## config.mk

```make
export PLATFORM = sky130hd
export DESIGN_NAME = reg_file_sb
export DESIGN_NICKNAME = d
export VERILOG_FILES = /design/src/rtl/reg_file_pkg.sv /design/src/rtl/reg_file_scoreboard.sv /design/src/rtl/reg_file_sb.sv
export SDC_FILE = /design/constraint.sdc
export NUM_CORES = 1
export LEC_CHECK = 0
export BUFFER_PORTS_ARGS = -buffer_cell sky130_fd_sc_hd__buf_2
export CAP_MARGIN = 40
export CORE_MARGIN = 2
export CORE_UTILIZATION = 56
export DETAILED_ROUTE_END_ITERATION = 7
export PLACE_DENSITY = 0.75
export SLEW_MARGIN = 25
export SYNTH_ARGS = -nofsm -noshare
export SYNTH_HDL_FRONTEND = slang
export SYNTH_SLANG_ARGS = --single-unit
```

## constraint.sdc

```tcl
create_clock -name clk -period 4.05 [get_ports clk]
set_input_delay 0 -clock clk [delete_from_list [all_inputs] [get_ports clk]]
set_output_delay 0 -clock clk [all_outputs]
set_load 0.02 [all_outputs]
```

## src/rtl/reg_file_pkg.sv

```systemverilog
// Shared definitions for the soft-core register file.
//   W_DEF / A_DEF : default data and address widths
//   ZERO_REG      : index of the hardwired-zero register
//   popcount()    : number of set bits, used for the pending count
package reg_file_pkg;

  localparam int W_DEF    = 8;
  localparam int A_DEF    = 4;
  localparam int ZERO_REG = 0;

  // popcount takes a fixed-width vector. Callers zero-extend into it,
  // so this limits the address width to 8 bits (256 registers).
  localparam int POP_MAX  = 256;

  function automatic int unsigned popcount(input logic [POP_MAX-1:0] v);
    int unsigned c;
    c = 0;
    for (int i = 0; i < POP_MAX; i++) begin
      c = c + {31'b0, v[i]};
    end
    return c;
  endfunction

endpackage

```

## src/rtl/reg_file_scoreboard.sv

```systemverilog
// Pending-write scoreboard: one bit per register, set by a claim and
// cleared by a write-back. A claim wins over a clear to the same address,
// because the claim belongs to the newer producer.
//   clk, reset          : clock, async active-high reset
//   set_ena / set_addr  : claim a register (mark it pending)
//   clr_ena / clr_addr  : write-back (clear pending)
//   lk_s_addr/lk_s_pend : lookup of the post-edge pending bit, port s
//   lk_t_addr/lk_t_pend : lookup of the post-edge pending bit, port t
//   pend_cnt            : registered count of pending registers
module reg_file_scoreboard
  import reg_file_pkg::*;
#(
  parameter int A = A_DEF
) (
  input  logic         clk,
  input  logic         reset,
  input  logic         set_ena,
  input  logic [A-1:0] set_addr,
  input  logic         clr_ena,
  input  logic [A-1:0] clr_addr,
  input  logic [A-1:0] lk_s_addr,
  input  logic [A-1:0] lk_t_addr,
  output logic         lk_s_pend,
  output logic         lk_t_pend,
  output logic [A:0]   pend_cnt
);

  localparam int N = 1 << A;

  logic [N-1:0]       pend;
  logic [N-1:0]       pend_nxt;
  logic [POP_MAX-1:0] pend_ext;

  // Clear first, then set, so a simultaneous claim leaves the bit at 1.
  always_comb begin
    pend_nxt = pend;
    if (clr_ena && clr_addr != A'(ZERO_REG)) pend_nxt[clr_addr] = 1'b0;
    if (set_ena && set_addr != A'(ZERO_REG)) pend_nxt[set_addr] = 1'b1;
    pend_nxt[ZERO_REG] = 1'b0;
  end

  always_comb begin
    pend_ext          = '0;
    pend_ext[N-1:0]   = pend_nxt;
  end

  // The readers sample the next-state bit, so a same-cycle claim or write
  // is already visible in the registered rdy outputs.
  assign lk_s_pend = pend_nxt[lk_s_addr];
  assign lk_t_pend = pend_nxt[lk_t_addr];

  always_ff @(posedge clk or posedge reset) begin
    if (reset) begin
      pend     <= '0;
      pend_cnt <= '0;
    end else begin
      pend     <= pend_nxt;
      pend_cnt <= (A+1)'(popcount(pend_ext));
    end
  end

endmodule

```

## src/rtl/reg_file_sb.sv

```systemverilog
// W-bit, 2**A-entry register file. It has one write port and two registered
// read ports with write-to-read bypass. A pending-write scoreboard drives
// the per-port ready flags. Register 0 reads as zero and ignores writes.
//   clk, reset         : clock, async active-high reset
//   reg_ena, rd, data  : write port
//   claim_ena,claim_rd : mark a destination pending
//   rd_ena, rs, rt     : read request; outputs hold while rd_ena is low
//   s, t               : registered read data
//   s_rdy, t_rdy       : registered "operand has no pending write"
//   pend_cnt           : number of pending registers
module reg_file_sb
  import reg_file_pkg::*;
#(
  parameter int W = W_DEF,
  parameter int A = A_DEF
) (
  input  logic         clk,
  input  logic         reset,
  input  logic         reg_ena,
  input  logic [A-1:0] rd,
  input  logic [W-1:0] data,
  input  logic         claim_ena,
  input  logic [A-1:0] claim_rd,
  input  logic         rd_ena,
  input  logic [A-1:0] rs,
  input  logic [A-1:0] rt,
  output logic [W-1:0] s,
  output logic [W-1:0] t,
  output logic         s_rdy,
  output logic         t_rdy,
  output logic [A:0]   pend_cnt
);

  localparam int N = 1 << A;

  // Flop array rather than RAM, because every entry clears on async reset.
  // Entry 0 is reset and never written, so synthesis folds it to a constant.
  logic [W-1:0] r [N];

  logic         wr_live;
  logic         s_pend;
  logic         t_pend;
  logic [W-1:0] s_nxt;
  logic [W-1:0] t_nxt;

  assign wr_live = reg_ena && (rd != A'(ZERO_REG));

  reg_file_scoreboard #(.A(A)) u_sb (
    .clk       (clk),
    .reset     (reset),
    .set_ena   (claim_ena),
    .set_addr  (claim_rd),
    .clr_ena   (reg_ena),
    .clr_addr  (rd),
    .lk_s_addr (rs),
    .lk_t_addr (rt),
    .lk_s_pend (s_pend),
    .lk_t_pend (t_pend),
    .pend_cnt  (pend_cnt)
  );

  always_ff @(posedge clk or posedge reset) begin
    if (reset) begin
      for (int i = 0; i < N; i++) r[i] <= '0;
    end else begin
      for (int i = 1; i < N; i++) begin
        if (wr_live && rd == A'(i)) r[i] <= data;
      end
    end
  end

  // Bypass: a read of the address being written returns the incoming data.
  always_comb begin
    s_nxt = r[rs];
    t_nxt = r[rt];
    if (wr_live && rd == rs) s_nxt = data;
    if (wr_live && rd == rt) t_nxt = data;
  end

  always_ff @(posedge clk or posedge reset) begin
    if (reset) begin
      s     <= '0;
      t     <= '0;
      s_rdy <= 1'b1;
      t_rdy <= 1'b1;
    end else if (rd_ena) begin
      s     <= s_nxt;
      t     <= t_nxt;
      s_rdy <= ~s_pend;
      t_rdy <= ~t_pend;
    end
  end

endmodule

```

==> reports/qor.yml <==
outcome:
  status: "complete, no violations"
setup_path:
  timing.setup.critical_path_class: "input port to flip-flop"
  path_common_cell: "fa_1"
  critPathMaxFanout: 5
  crit_required_ns: 4.37
  cp-end-kind: "flip-flop"
  cp_top_family: "adder cells"
  cp_cell_sequence: "dlygate4sd3_1, buf_2, nor2b_1, nand2_1, nand2_1, fa_1, fa_1, inv_1, fa_2, fa_1, inv_1, ha_2, fa_2, a21oi_2, nor2b_1"
  slowest_stage: "fa_1"
  crit_buf_inv: 4
  start_kind: "input port"
  cpPeakStageDelay_ns: 0.55
  arrival_ns: 4.23
floorplanning:
  chipHeight_microns: 129
  start_util: 0.576
  die-area_sq_mm: 0.0167
  die_w_microns: 129
  rows: 45
  coreArea_sq_mm: 0.0153
  io_pins: 52
synthesis:
  synth_seq_area_share: 0.450
  synth.distinct_cells: 52
  synth_top_cell_by_area: "dfrtp_1"
  ys.flop_type: "dfrtp_1"
  synth-seq-cells: 158
  ys_warn_count: 8
  netlist.area_leader.share: 0.444
  syn_nets: 699
  yosysMostFrequentCell: "dfrtp_1"
  synth_common_cells: "156 x dfrtp_1, 128 x mux2_2, 64 x mux4_2, 47 x nand2_1, 28 x inv_1"
  synth_edf_count: 0
  synth-async-reset-ratio: 1.00
  synth_cells: 655
  synthTopCellsByArea: "dfrtp_1 44%, mux2_2 16%, mux4_2 16%"
  synth_area_per_cell_sq_um: 13.4
  synth_area_sq_mm: 0.00879
route:
  drtPass1Iterations: 5
  first_iter_violations: 543
  drt-vias-per-instance: 6.49
  ant_nets: 0
  vias: 6096
  drc_errors: 0
  wire_per_inst_microns: 25.0
  drt_wl_total_microns: 23500
cells_and_area:
  areaGrowthSynthToFinish_pct: 14.5
  fill_cells: 1113
  fin_area_sq_mm: 0.0101
  post-route-util: 0.660
  n_antenna_cell: 0
  layout-drive-gt1-share: 0.460
  nets: 759
grt:
  grt_overflow_total: 0
  grt_start_max_net_pins: 159
  grt_pass1_vias: 6259
  grt_pass1_wl_microns: 36400
  grtUsageTotal: 0.301
  antenna_found_initial: 0
sta:
  rsz0062_at_grt: "false"
  setup_viol: 0
  fmax_mhz: 256
  period_needed_ns: 3.91
  fin_crit_sh: 0.965
  hold_viol: 0
  worst_pin_slew_ns: 0.888
  fin_skew_ns: 0.00817
  slew_headroom: 0.408
  drv_slew: 0
cts:
  cts.reportedPaths.clkPinSlew_ns: 0.06
  h-tree-depth: 4
  cts_inserted_buffers: 17
  clk_path_buf_depth: 2
  insertion_delay_ns: 0.43
  cts_tree: "yes"
  cts.sinks: 158
  clockRootBuffer: "clkbuf_16"
hold_path:
  worstHoldPathType: "input port to flip-flop"
placed_design:
  placed_cell_area_sq_mm: 0.00939
  hpwlAfterDp_microns: 15500
  port_buffers: 51
  gp_congestion: 0.942
job:
  maxCapViolCount: 0
pwr:
  p_leak_nw: 4.34
  powerDensity_mw_per_mm2: 580
  ir_drop_v: 0.000422
[worst min-delay path: stages]
cell     delay [ns]
buf_2          0.10
nor3b_1        0.08
nand2_1        0.09
nand2_1        0.12
[per-stage QoR]
stage	std cells	setup WS, ns	hold WS (ns)	total power [mW]	setup TNS [ns]
6_report	939	0.141	0.0428	5.84	0
5_1_grt	939	0.00578	0.0589	6.23	0
4_1_cts	936	0.119	0.0162	5.87	0
3_5_place_dp	899	-0.108	0.324	4.28	-0.242
3_3_place_gp	897	-0.0616	0.310	4.12	-0.116
2_1_floorplan	655	-0.112	0.121	3.72	-0.261
[routing by layer]
| metal | GRT usage | part of all wire |
|---|---|---|
| met1 | 0.401 | 0.41 |
| met5 | 0 | 0 |
| met3 | 0.0789 | 0.073 |
| met4 | 0.115 | 0.031 |
| met2 | 0.479 | 0.48 |
[power by group]
group	internal (mW)	switching, mW	leakage, nW
clock	0.925	0.661	0.280
sequential	1.98	0.251	1.94
combinational	1.04	0.985	2.13
[what timing repair did]
item / CTS / global route
hold buffers: 5 / 0
setup endpoints to repair: 0 / 2
endpoints found under the hold margin: 161 / 0
buffers inserted: 0 / 2
resized for setup: 0 / 3
[state kept, by name, indices dropped and copies added (netlist names)]
name and flops:
u_sb.pend 15, t 8, s_rdy 1, u_sb.pend_cnt 5
r 120, t_rdy 1, s 8
[logic make-up (layout without fill, tap and decap cells)]
family,count (synthesis),count (layout),share of synthesized area
and+or+nand+nor,103,103,0.0606
buffers and inverters,78,151,0.0374
xor gates and xnor gates,10,10,0.00996
adders and majority gates,15,15,0.0290
muxes,218,218,0.357
DFF,158,158,0.450
AOI/OAI and AO/OA,73,73,0.0558
[worst paths after layout]
path	from	end	slack, ns	depth (start not counted)
setup / recovery	claim_rd[3]	u_sb.pend_cnt[4]	0.14	15
hold / removal	claim_rd[1]	u_sb.pend[8]	0.04	4
setup reg to reg	u_sb.pend[1]	u_sb.pend_cnt[4]	0.16	14
hold reg to reg	s[6]	s[6]	0.48	2
max in group asynchronous	reset	r[38]	3.03	4
min in group asynchronous	reset	s[5]	0.33	4
[cell type report]
class                           count  area (sq um)  area share
Inverter                           28           109      0.0108
Clock inverter                     13           138      0.0137
Tap cell                          211           264      0.0262
Sequential cell                   158          3960       0.393
Timing Repair Buffer               91           602      0.0598
Clock buffer                       19           443      0.0440
Multi-Input combinational cell    419          4560       0.453
[cell usage in the layout, fill, tap and decap left out, types with 6 or more instances in the layout]
master	n
buf_4	33
xnor2_1	9
nand2_1	47
mux2_2	128
fa_1	7
dfrtp_1	156
nor2b_1	6
nor2_1	7
nand3_1	9
a22o_1	11
o21ai_1	11
nor2_2	7
inv_1	25
mux4_2	64
o21ai_0	23
mux2i_1	26
buf_2	50
clkbuf_16	17
No activity file was read; power rests on OpenSTA's default activity.
